$ cat src/rtl/draw_board_rows.sv
// -----------------------------------------------------------------------------
// draw_board_rows
//
// Redraws a range of board rows from the board RAM onto the VGA pixel port,
// one pixel per clock. Each board cell is drawn as a CELL x CELL square of
// pixels (CELL = 1 << CELL_LOG2). The hidden rows at the top of the board are
// never drawn. In clear mode every plotted pixel gets colour 0.
//
// The pixel coordinates are computed when the RAM address is issued. They
// travel through a RAM_LATENCY-deep pipeline so that they reach the VGA port
// in the same cycle as the matching RAM data.
//
// Ports
//   clk        clock
//   reset      synchronous, active-high
//   start      one-cycle draw request, sampled only while busy = 0
//   row_first  first board row to draw (inclusive, clamped to the visible rows)
//   row_last   last board row to draw (inclusive, clamped to the board)
//   clear      latched at start; 1 = draw colour 0 instead of RAM data
//   ram_addr   board RAM read address = row*BOARD_W + col
//   ram_q      board RAM data, valid RAM_LATENCY cycles after ram_addr
//   X, Y       pixel coordinates
//   colour     pixel colour (0 when plot = 0)
//   plot       pixel write strobe for the VGA adapter
//   busy       high from the accepted start until done
//   done       one-cycle completion pulse
// -----------------------------------------------------------------------------
module draw_board_rows #(
    parameter int BOARD_W     = 10,
    parameter int BOARD_H     = 24,
    parameter int HIDDEN_ROWS = 4,
    parameter int CELL_LOG2   = 2,
    parameter int X_START     = 0,
    parameter int Y_START     = 0,
    parameter int COLOUR_W    = 6,
    parameter int ADDR_W      = 8,
    parameter int RAM_LATENCY = 1
) (
    input  logic                clk,
    input  logic                reset,
    input  logic                start,
    input  logic [4:0]          row_first,
    input  logic [4:0]          row_last,
    input  logic                clear,
    output logic [ADDR_W-1:0]   ram_addr,
    input  logic [COLOUR_W-1:0] ram_q,
    output logic [7:0]          X,
    output logic [6:0]          Y,
    output logic [COLOUR_W-1:0] colour,
    output logic                plot,
    output logic                busy,
    output logic                done
);

    localparam int OFF_W = 2 * CELL_LOG2;
    localparam int COL_W = (BOARD_W > 1) ? $clog2(BOARD_W) : 1;

    localparam logic [4:0]       HID_ROW    = 5'(HIDDEN_ROWS);
    localparam logic [4:0]       LAST_ROW   = 5'(BOARD_H - 1);
    localparam logic [COL_W-1:0] COL_LAST   = COL_W'(BOARD_W - 1);
    localparam logic [OFF_W-1:0] OFF_LAST   = {OFF_W{1'b1}};
    localparam logic [1:0]       DRAIN_LAST = 2'(RAM_LATENCY - 1);

    typedef enum logic [1:0] {
        S_IDLE,
        S_SCAN,
        S_DRAIN,
        S_FINISH
    } state_t;

    state_t           state, state_n;
    logic [4:0]       row, row_n;
    logic [4:0]       hi, hi_n;
    logic [COL_W-1:0] col, col_n;
    logic [OFF_W-1:0] off, off_n;
    logic [1:0]       drain_cnt, drain_n;
    logic             clear_q, clear_n;
    logic             issue;

    // Requested range clamped to the visible part of the board.
    logic [4:0] row_lo, row_hi;
    assign row_lo = (row_first < HID_ROW)  ? HID_ROW  : row_first;
    assign row_hi = (row_last  > LAST_ROW) ? LAST_ROW : row_last;

    // ------------------------------------------------------------------
    // State register
    // ------------------------------------------------------------------
    // NOTE: sequential state is updated only with non-blocking assignments,
    // so every register samples the values from before the clock edge.
    always_ff @(posedge clk) begin
        if (reset) begin
            state     <= S_IDLE;
            row       <= '0;
            hi        <= '0;
            col       <= '0;
            off       <= '0;
            drain_cnt <= '0;
            clear_q   <= 1'b0;
        end else begin
            state     <= state_n;
            row       <= row_n;
            hi        <= hi_n;
            col       <= col_n;
            off       <= off_n;
            drain_cnt <= drain_n;
            clear_q   <= clear_n;
        end
    end

    // ------------------------------------------------------------------
    // Next state and scan counters
    // ------------------------------------------------------------------
    always_comb begin
        // NOTE: every signal gets a default before the case statement. This
        // way no path leaves a value unassigned, and no latch is inferred.
        state_n = state;
        row_n   = row;
        hi_n    = hi;
        col_n   = col;
        off_n   = off;
        drain_n = drain_cnt;
        clear_n = clear_q;
        issue   = 1'b0;

        case (state)
            S_IDLE: begin
                if (start) begin
                    hi_n    = row_hi;
                    clear_n = clear;
                    row_n   = row_lo;
                    col_n   = '0;
                    off_n   = '0;
                    // An empty range after clamping still completes the handshake.
                    state_n = (row_lo > row_hi) ? S_FINISH : S_SCAN;
                end
            end

            S_SCAN: begin
                issue = 1'b1;
                off_n = off + 1'b1;
                if (off == OFF_LAST) begin
                    if (col == COL_LAST) begin
                        col_n = '0;
                        if (row == hi) begin
                            state_n = S_DRAIN;
                            drain_n = '0;
                        end else begin
                            row_n = row + 1'b1;
                        end
                    end else begin
                        col_n = col + 1'b1;
                    end
                end
            end

            // Let the last RAM_LATENCY pixels leave the pipeline before done.
            S_DRAIN: begin
                drain_n = drain_cnt + 1'b1;
                if (drain_cnt == DRAIN_LAST) begin
                    state_n = S_FINISH;
                end
            end

            S_FINISH: state_n = S_IDLE;

            default: state_n = S_IDLE;
        endcase
    end

    assign busy = (state != S_IDLE);
    assign done = (state == S_FINISH);

    // Board RAM address. It is truncated to ADDR_W bits and is never range-checked.
    assign ram_addr = ADDR_W'(32'(row) * 32'(BOARD_W) + 32'(col));

    // ------------------------------------------------------------------
    // Pixel coordinates at address issue.
    // off[CELL_LOG2-1:0] is the x offset inside the cell and
    // off[OFF_W-1:CELL_LOG2] is the y offset.
    // ------------------------------------------------------------------
    logic [7:0] issue_x;
    logic [6:0] issue_y;
    assign issue_x = 8'(X_START) + (8'(col) << CELL_LOG2) + 8'(off[CELL_LOG2-1:0]);
    assign issue_y = 7'(Y_START) + (7'(row - HID_ROW) << CELL_LOG2)
                   + 7'(off[OFF_W-1:CELL_LOG2]);

    // ------------------------------------------------------------------
    // Coordinate pipeline, aligned with the RAM read latency.
    // ------------------------------------------------------------------
    logic       pipe_v [RAM_LATENCY];
    logic [7:0] pipe_x [RAM_LATENCY];
    logic [6:0] pipe_y [RAM_LATENCY];

    // NOTE: the pipeline is small, so all of it is reset. This includes the
    // coordinate stages, which hold the documented X=0 and Y=0 reset values.
    always_ff @(posedge clk) begin
        if (reset) begin
            for (int i = 0; i < RAM_LATENCY; i++) begin
                pipe_v[i] <= 1'b0;
                pipe_x[i] <= '0;
                pipe_y[i] <= '0;
            end
        end else begin
            pipe_v[0] <= issue;
            pipe_x[0] <= issue_x;
            pipe_y[0] <= issue_y;
            for (int i = 1; i < RAM_LATENCY; i++) begin
                pipe_v[i] <= pipe_v[i-1];
                pipe_x[i] <= pipe_x[i-1];
                pipe_y[i] <= pipe_y[i-1];
            end
        end
    end

    assign plot   = pipe_v[RAM_LATENCY-1];
    assign X      = pipe_x[RAM_LATENCY-1];
    assign Y      = pipe_y[RAM_LATENCY-1];
    assign colour = (plot && !clear_q) ? ram_q : '0;

endmodule

$ cat config.mk
export PLATFORM = sky130hd
export DESIGN_NAME = draw_board_rows
export DESIGN_NICKNAME = d
export VERILOG_FILES = /design/src/rtl/draw_board_rows.sv
export SDC_FILE = /design/constraint.sdc
export NUM_CORES = 1
export LEC_CHECK = 0
export BUFFER_PORTS_ARGS = -buffer_cell sky130_fd_sc_hd__buf_2
export CORE_MARGIN = 2
export CORE_UTILIZATION = 43
export DETAILED_ROUTE_END_ITERATION = 12
export HOLD_SLACK_MARGIN = 0.15
export PLACE_DENSITY = 0.66
export SKIP_LAST_GASP = 1
export SYNTH_ARGS = -nofsm -noshare
export SYNTH_HDL_FRONTEND = slang
export SYNTH_SLANG_ARGS = --single-unit
$ cat constraint.sdc
create_clock -name clk -period 3.5 [get_ports clk]
set_input_delay 0.7 -clock clk [delete_from_list [all_inputs] [get_ports clk]]
set_output_delay 0.7 -clock clk [all_outputs]
set_load 0.02 [all_outputs]
==> results of run 1 <==
layer usage:
metal	track usage	vias to the layer above	share of wire
met5	0	-	0
met4	0.0600	0	0.015
li1	-	957	-
met2	0.273	37	0.46
met1	0.222	786	0.48
met3	0.0438	5	0.042
power by group:
group / leakage [nW] / internal (mW) / total, mW / switching [mW]
combinational: 0.853 / 0.370 / 0.952 / 0.582
clock: 0.0543 / 0.213 / 0.377 / 0.164
sequential: 0.302 / 0.506 / 0.590 / 0.0837
total: 1.21 / 1.09 / 1.92 / 0.830
through the flow:
step | instance area, um2 | hold slack (ns) | power [mW] | worst slack (ns)
finish | 2620 | 0.467 | 1.92 | 0.255
CTS | 2620 | 0.468 | 1.94 | 0.231
detailed placement | 2500 | 0.457 | 1.55 | 0.572
global route | 2620 | 0.495 | 2.09 | 0.0311
global placement | 2500 | 0.447 | 1.55 | 0.627
floorplan | 2230 | 0.437 | 1.33 | 0.698
flip-flops by register name, indices dropped and copies added, names as in the netlist:
name / flops
pipe_y: 7
pipe_x: 6
hi: 5
row: 5
col: 4
off: 4
drain_cnt: 2
state: 2
clear_q: 1
pipe_v: 1
kinds of logic after synthesis:
kind of cell | count (synthesis) | share of synthesized area
compound gates | 51 | 0.165
xor+xnor | 16 | 0.0629
fa+ha+maj | 28 | 0.164
buf+inv | 33 | 0.0606
flops | 37 | 0.332
mux | 4 | 0.0185
other cells | 1 | 0.00168
simple gates | 86 | 0.195
worst max-delay path, cell delays in order (launching register included):
cell and delay (ns):
dfxtp_1 0.47, ha_1 0.29, ha_1 0.22, inv_1 0.07
fa_1 0.45, nor3_1 0.24, xor2_1 0.20, xnor2_1 0.13
buf_2 0.17
final timing paths:
kind / end / slack (ns) / depth (start not counted)
worst max-delay path: ram_addr[7] / 0.25 / 8
worst min-delay path: clear_q / 0.47 / 2
worst max register to register: col[3] / 1.04 / 7
worst min register to register: clear_q / 0.47 / 2
Yosys cell counts (all sizes together) (5+ instances only):
cell	count	area share
a211oi	5	0.017
a21oi	19	0.048
and2	10	0.028
buf	5	0.013
clkbuf	8	0.013
dfxtp	37	0.33
ha	26	0.15
inv	20	0.034
nand2	20	0.035
nand3	9	0.022
nor2	18	0.030
nor2b	10	0.028
nor3	9	0.020
o21ai	6	0.013
xnor2	12	0.047
final cells by class:
| type | instances | area share |
|---|---|---|
| flip-flops and latches | 37 | 0.283 |
| clock buffers | 5 | 0.0263 |
| inverters | 20 | 0.0287 |
| multi-input cells | 187 | 0.518 |
| well taps | 70 | 0.0334 |
| clock inverters | 3 | 0.0177 |
| repair buffers | 49 | 0.0936 |
==> flow_summary.ini, run 1 <==
[run_status]
status = completed

[synthesis]
async_flop_share = 0
yosysWarnings = 0
syn_inst = 256
synth_edf_count = 0
syn-cell-area_um2 = 2230
synth_seq_area_share = 0.332
synth-seq-cells = 37
synth_area_per_cell_um2 = 8.70
synthFlopType = dfxtp_1
ys_types = 47

[power_and_ir_drop]
max-vdd-ir-drop_mv = 0.272
leakage_nw = 1.21
p_per_area_nw_per_um2 = 733

[clocking]
cts.path.max_buffers = 2
cts_sinks = 37
post-cts-setup-buffers = 0
cts_buffers = 5
clock-root-buffer = clkbuf_8
htree_levels = 2
clk_pin_slew_ns = 0.08
ctsHoldBuffers = 0
cts_tree = done
clk_latency_ns = 0.30
cts_resized = 0

[floorplan]
std_cell_rows = 26
start_util = 0.442
dieArea_um2 = 5770
fp.dieH_um = 76.0
io_pins = 52
core_um2 = 5040
die_w_um = 76.0

[worst_setup_path]
critical_path_arrival_ns = 2.55
startpoint = row[1]
r2r-start = state[1]
cp-end-kind = primary output
cp-start-kind = register
cp_max_fo = 7
crit_required_ns = 2.80
critPathKind = register to primary output

[worst_hold_path]
hp-class = register to register
hp-start = clear_q

[final_layout]
drive_above_1_share = 0.219
mostFrequentLayoutCells = 49 x buf_2, 37 x dfxtp_1, 26 x ha_1
final_core_util = 0.520
syn_to_final_growth_pct = 17.6
final_common_cell = buf_2
diodes = 0
multiInputGateArea_um2 = 1360
nNetsFinal = 348
fill_cells = 479
instances_no_fill = 371
regArea_um2 = 741

[timing]
period_needed_ns = 3.25
setup_viol = 0
slew_violations = 0
fin_crit_sh = 0.927
hold_violations = 0
worst_clock_skew_ns = 0.00682
relSlewSlack = 0.499
tightest_slew_ns = 0.731
rsz0062_at_grt = false
fmax_mhz = 308
tns_ns = 0

[detailed_routing]
routed_wirelength_um = 4530
drtPass1Iterations = 4
drc = 0
drt_iter0_markers = 71
drt-wirelength-per-cell_um = 12.2
ant_nets = 0
viasPerCell = 4.81
vias = 1785

[global_routing]
first_global_vias = 1749
grt_pass1_wl_um = 8000
grt.overflow.total = 0
grt_max_degree = 40
grt_usage = 0.170
antenna_found_initial = 0

[placed_design]
place.gp.congestion = 0.837
dp_hpwl_um = 3450
port-buffer-count = 49
dp.cells = 363

[flow_run]
maxCapViolCount = 0
Note: power is estimated with default switching activity, not from simulation.
==> run 2: changes to the inputs <==
--- a/config.mk
+++ b/config.mk
@@ -11,6 +11,7 @@
 export DETAILED_ROUTE_END_ITERATION = 12
 export HOLD_SLACK_MARGIN = 0.15
 export PLACE_DENSITY = 0.66
+export SETUP_SLACK_MARGIN = 0.4
 export SKIP_LAST_GASP = 1
 export SYNTH_ARGS = -nofsm -noshare
 export SYNTH_HDL_FRONTEND = slang
==> run 2 against run 1 <==
- worst setup slack improved by 0.27 ns
- flip-flop and latch count unchanged
- global-route usage increased by 0.34 points
- first-iteration DRC count decreased by 4.2%
- critical endpoint is now ram_addr[6]
==> flow_summary.ini, run 2 (synthesis gave the netlist of run 1 again) <==
[run_status]
status = completed

[timing]
relSlewSlack = 0.512
rsz0062_at_grt = false
worst_clock_skew_ns = 0.00594
setup_viol = 0
fin_ws_ns = 0.525
fmax_mhz = 336
tns_ns = 0
fin_crit_sh = 0.850
slew_violations = 0
tightest_slew_ns = 0.712
period_needed_ns = 2.97
hold_violations = 0

[global_routing]
grt_pass1_wl_um = 8130
grt_max_degree = 40
grt.overflow.total = 0
first_global_vias = 1773
grt_usage = 0.173
antenna_found_initial = 0

[worst_hold_path]
hp-class = register to register
hold_path_end = clear_q
hp-start = clear_q
min_path_cells = 2

[worst_setup_path]
crit_buf_inv = 2
reg2reg_slack_ns = 1.05
critPathKind = register to primary output
crit_path_top_delay_cell = fa_2
crit_family = adder cells
cp_max_fo = 3
rr_worst_depth = 7
r2r-start = state[1]
cp-start-kind = register
max_stage_delay_ns = 0.45
reg2reg_to = col[3]
path_cells = ha_4 > ha_2 > inv_2 > fa_2 > nor3b_1 > xnor2_1 > buf_2
crit_required_ns = 2.80
cp-end-kind = primary output
critical_path_arrival_ns = 2.27

[detailed_routing]
vias = 1814
drt-wirelength-per-cell_um = 12.6
viasPerCell = 4.85
drtPass1Iterations = 4
routed_wirelength_um = 4700
drc = 0
ant_nets = 0
drt_iter0_markers = 68

[clocking]
cts.path.max_buffers = 2
cts_buffers = 5
clk_latency_ns = 0.30
cts_tree = done
cts_sinks = 37
clock-root-buffer = clkbuf_8
htree_levels = 2
clk_pin_slew_ns = 0.08

[power_and_ir_drop]
total_power_mw = 1.99
p_per_area_nw_per_um2 = 739
clock_power_share = 0.190
p_int_mw = 1.13
max-vdd-ir-drop_mv = 0.281
power_switching_uw = 855
combPwrFrac = 0.512
switching_share = 0.430
pwr-share-seq = 0.298
leakage_nw = 1.23

[final_layout]
mostFrequentLayoutCells = 48 x buf_2, 30 x dfxtp_1, 24 x ha_1
diodes = 0
largest_reg_flops = 7
nNetsFinal = 351
fill_cells = 468
instances_no_fill = 374
multiInputGateArea_um2 = 1390
syn_to_final_growth_pct = 20.8
final_common_cell = buf_2
drive_above_1_share = 0.270
regArea_um2 = 757
final_area_um2 = 2690
largest_register = pipe_y
top_regs = pipe_y (7), pipe_x (6)

[placed_design]
post-place-ws_ns = 0.572
place.gp.congestion = 0.837
placed_area_um2 = 2500
dp.cells = 363
dp_hpwl_um = 3450
port-buffer-count = 49

[floorplan]
die_w_um = 76.0
fp.dieH_um = 76.0
core_um2 = 5040
io_pins = 52
dieArea_um2 = 5770
start_util = 0.442
std_cell_rows = 26

[flow_run]
maxCapViolCount = 0
-- run 2: changes by cell type in the layout (fill, tap and decap cells not counted), moves of 2 or more --
cell	previous run	this run
ha_1	26	24
dfxtp_1	37	30
buf_4	0	4
dfxtp_4	0	3
dfxtp_2	0	4
-- run 2: power by group through the flow --
stage	clock network (mW)	registers [mW]	logic, mW
floorplan	0	0.607	0.723
CTS	0.384	0.586	1.01
detailed placement	0	0.600	0.954
finish	0.377	0.593	1.02
global route	0.408	0.606	1.14
global placement	0	0.595	0.951
-- run 2: area by class of cell --
class,instances,area share
multi-input cells,187,0.515
repair buffers,52,0.100
clock buffers,5,0.0256
inverters,20,0.0279
well taps,70,0.0325
flip-flops and latches,37,0.281
clock inverters,3,0.0172
-- run 2: what timing repair did --
item / 4_1_cts / 5_1_grt
hold buffers: 0 / 0
resized for setup: 11 / 7
hold endpoints to repair: 0 / 0
buffers inserted: 3 / 0
pin swaps: 3 / 3
endpoints found under the setup margin: 1 / 2
-- run 2: per-layer routing --
layer | vias up | track usage | routed length [um] | share of wire
met5 | - | 0 | 0 | 0
met4 | 0 | 0.0600 | 70 | 0.015
met3 | 5 | 0.0438 | 191 | 0.041
met2 | 44 | 0.280 | 2220 | 0.47
met1 | 804 | 0.226 | 2220 | 0.47
li1 | 961 | - | - | -
-- run 2: worst reg2reg max path: stages (launching register included) --
cell and delay (ns):
dfxtp_1 0.33, inv_1 0.14, ha_1 0.60, mux2i_1 0.42, a21oi_1 0.41, nand4_1 0.16, xor2_1 0.16, nor3_1 0.14
-- run 2: how the worst max path moves through the flow --
stage | endpoint | slack, ns | cells past startpoint | start
global placement | ram_addr[7] | 0.63 | 8 | row[1]
detailed placement | ram_addr[7] | 0.57 | 8 | row[1]
global route | ram_addr[7] | 0.41 | 8 | row[3]
floorplan | ram_addr[7] | 0.70 | 7 | row[1]
CTS | ram_addr[7] | 0.41 | 9 | row[1]
finish | ram_addr[6] | 0.53 | 7 | row[3]
-- run 2: metrics by stage --
step,utilization,hold slack (ns)
final,0.534,0.467
after global routing,0.534,0.495
after CTS,0.530,0.468
after detailed placement,0.497,0.457
after global placement,0.497,0.447
after floorplan,-,0.437
==> run 3: changes to the inputs <==
--- a/config.mk
+++ b/config.mk
@@ -10,7 +10,7 @@
 export CORE_UTILIZATION = 43
 export DETAILED_ROUTE_END_ITERATION = 12
 export HOLD_SLACK_MARGIN = 0.15
-export PLACE_DENSITY = 0.66
+export PLACE_DENSITY = 0.69
 export SETUP_SLACK_MARGIN = 0.4
 export SKIP_LAST_GASP = 1
 export SYNTH_ARGS = -nofsm -noshare
==> constraint.sdc (replaced) <==
create_clock -name clk -period 2.6 [get_ports clk]
set_input_delay 0.52 -clock clk [delete_from_list [all_inputs] [get_ports clk]]
set_output_delay 0.52 -clock clk [all_outputs]
set_load 0.02 [all_outputs]
==> run 3 against run 2 <==
- the flow now finishes with violations (negative setup slack)
- critical path depth grew 1
- routed wire length grew 2.9%
- clock skew is essentially flat
- combinational power grew 53%
- via count grew 5.8%
- worst hold slack lost 0.020 ns
- die area is the same
- clock-buffer cell count is the same
- worst setup slack lost 0.68 ns
- largest power group unchanged
- final cell count grew 2.7%
- core utilization grew 2.6 points
- largest cell class unchanged
==> flow_summary.ini, run 3 (synthesis gave the netlist of run 1 again) <==
[run_status]
status = complete, but fails checks
failed_checks = negative setup slack

[final_layout]
fill_cells = 468
diodes = 0
instances_no_fill = 384
final_common_cell = buf_2
syn_to_final_growth_pct = 26.7
nNetsFinal = 361
largest_reg_flops = 7
multiInputGateArea_um2 = 1440
largest_register = pipe_y
drive_above_1_share = 0.312
regArea_um2 = 749
mostFrequentLayoutCells = 45 x buf_2, 32 x dfxtp_1, 22 x ha_1
top_regs = pipe_y (7), pipe_x (6)

[floorplan]
start_util = 0.442
io_pins = 52
core_um2 = 5040
std_cell_rows = 26
die_w_um = 76.0
fp.dieH_um = 76.0
dieArea_um2 = 5770

[timing]
rsz0062_at_grt = true
fin_ws_ns = -0.158
setup_viol = 3
fin_crit_sh = 1.06
fmax_mhz = 363
slew_violations = 0
period_needed_ns = 2.76
hold_violations = 0
holdWs_ns = 0.447
relSlewSlack = 0.618
tns_ns = -0.317
tightest_slew_ns = 0.572
worst_clock_skew_ns = 0.00619

[power_and_ir_drop]
clock_power_share = 0.181
combPwrFrac = 0.549
total_power_mw = 2.84
pwr-share-seq = 0.270
p_per_area_nw_per_um2 = 1010
max-vdd-ir-drop_mv = 0.418
leakage_nw = 1.30
p_int_mw = 1.63
power_switching_mw = 1.21
switching_share = 0.425

[global_routing]
first_global_vias = 1816
antenna_found_initial = 0
grt_usage = 0.174
grt.overflow.total = 0
grt_max_degree = 31
grt_pass1_wl_um = 8140

[worst_setup_path]
crit_required_ns = 2.08
critPathKind = register to primary output
cp_max_fo = 2
critical_path_arrival_ns = 2.24
cp-start-kind = register
cp-end-kind = primary output

[clocking]
clk_latency_ns = 0.30
htree_levels = 2
cts_tree = done
clock-root-buffer = clkbuf_8
cts_buffers = 5
cts.path.max_buffers = 2
ctsHoldBuffers = 0
clk_pin_slew_ns = 0.08
cts_sinks = 37

[detailed_routing]
wl_met2_um = 2290
drt-wirelength-per-cell_um = 12.6
viasPerCell = 5.00
routed-wl-met3_um = 170
drc = 0
ant_nets = 0
drt_iter0_markers = 45
top_layer = met4
routed_wirelength_um = 4840
vias = 1919
met1Wirelength_um = 2290
drtPass1Iterations = 4

[placed_design]
place.gp.congestion = 0.833
port-buffer-count = 49
dp.cells = 373
post-place-ws_ns = 0.0435
dp_hpwl_um = 3560

[worst_hold_path]
hp-class = input pin to register

[flow_run]
maxCapViolCount = 0
==> run 3: changes by cell type in the layout (fill, tap and decap cells not counted), sizes merged <==
cell and delta:
buf +10, clkinvlp -1, inv +1
==> run 3: final cells by class <==
class / instances / area share
Clock buffer: 5 / 0.0244
Inverter: 20 / 0.0266
Multi-Input combinational cell: 187 / 0.512
Timing Repair Buffer: 62 / 0.125
Sequential cell: 37 / 0.266
Clock inverter: 3 / 0.0160
Tap cell: 70 / 0.0310
==> run 3: what timing repair did <==
| action | in CTS | in global routing |
|---|---|---|
| setup buffers | 2 | 1 |
| pin swaps | 8 | 2 |
| gates resized for setup | 10 | 3 |
| endpoints found under the setup margin | 4 | 6 |
==> run 3: worst max-delay path: stages (launching register included) <==
cell and delay [ns]:
dfxtp_2 0.34, ha_4 0.24, ha_4 0.16, inv_2 0.05
fa_2 0.44, nor3_2 0.20, xor2_1 0.24, xnor2_2 0.13
buf_4 0.15
==> run 3: final timing paths <==
| check | start | endpoint | slack [ns] | cells past startpoint |
|---|---|---|---|---|
| worst max register to register | col[0] | row[3] | 0.58 | 6 |
| worst min-delay path | clear | clear_q | 0.45 | 3 |
| worst max-delay path | row[3] | ram_addr[7] | -0.16 | 8 |
| worst min register to register | clear_q | clear_q | 0.47 | 2 |
==> run 3: metrics by stage <==
step | util | cell area, um2
after floorplan | - | 2290
after global placement | 0.523 | 2640
after detailed placement | 0.523 | 2640
after CTS | 0.556 | 2800
after global routing | 0.560 | 2820
final | 0.560 | 2820
==> run 3: power groups by stage <==
stage	clock network (mW)	logic [mW]	registers, mW
3_5_place_dp	0	1.44	0.782
4_1_cts	0.525	1.53	0.769
6_report	0.515	1.56	0.769
5_1_grt	0.548	1.72	0.785
2_1_floorplan	0	1.01	0.830
3_3_place_gp	0	1.42	0.776
==> run 3: layer usage <==
layer	vias to the layer above	track usage
met5	-	0
met4	0	0.0782
met3	10	0.0332
met2	35	0.295
met1	885	0.216
li1	989	-
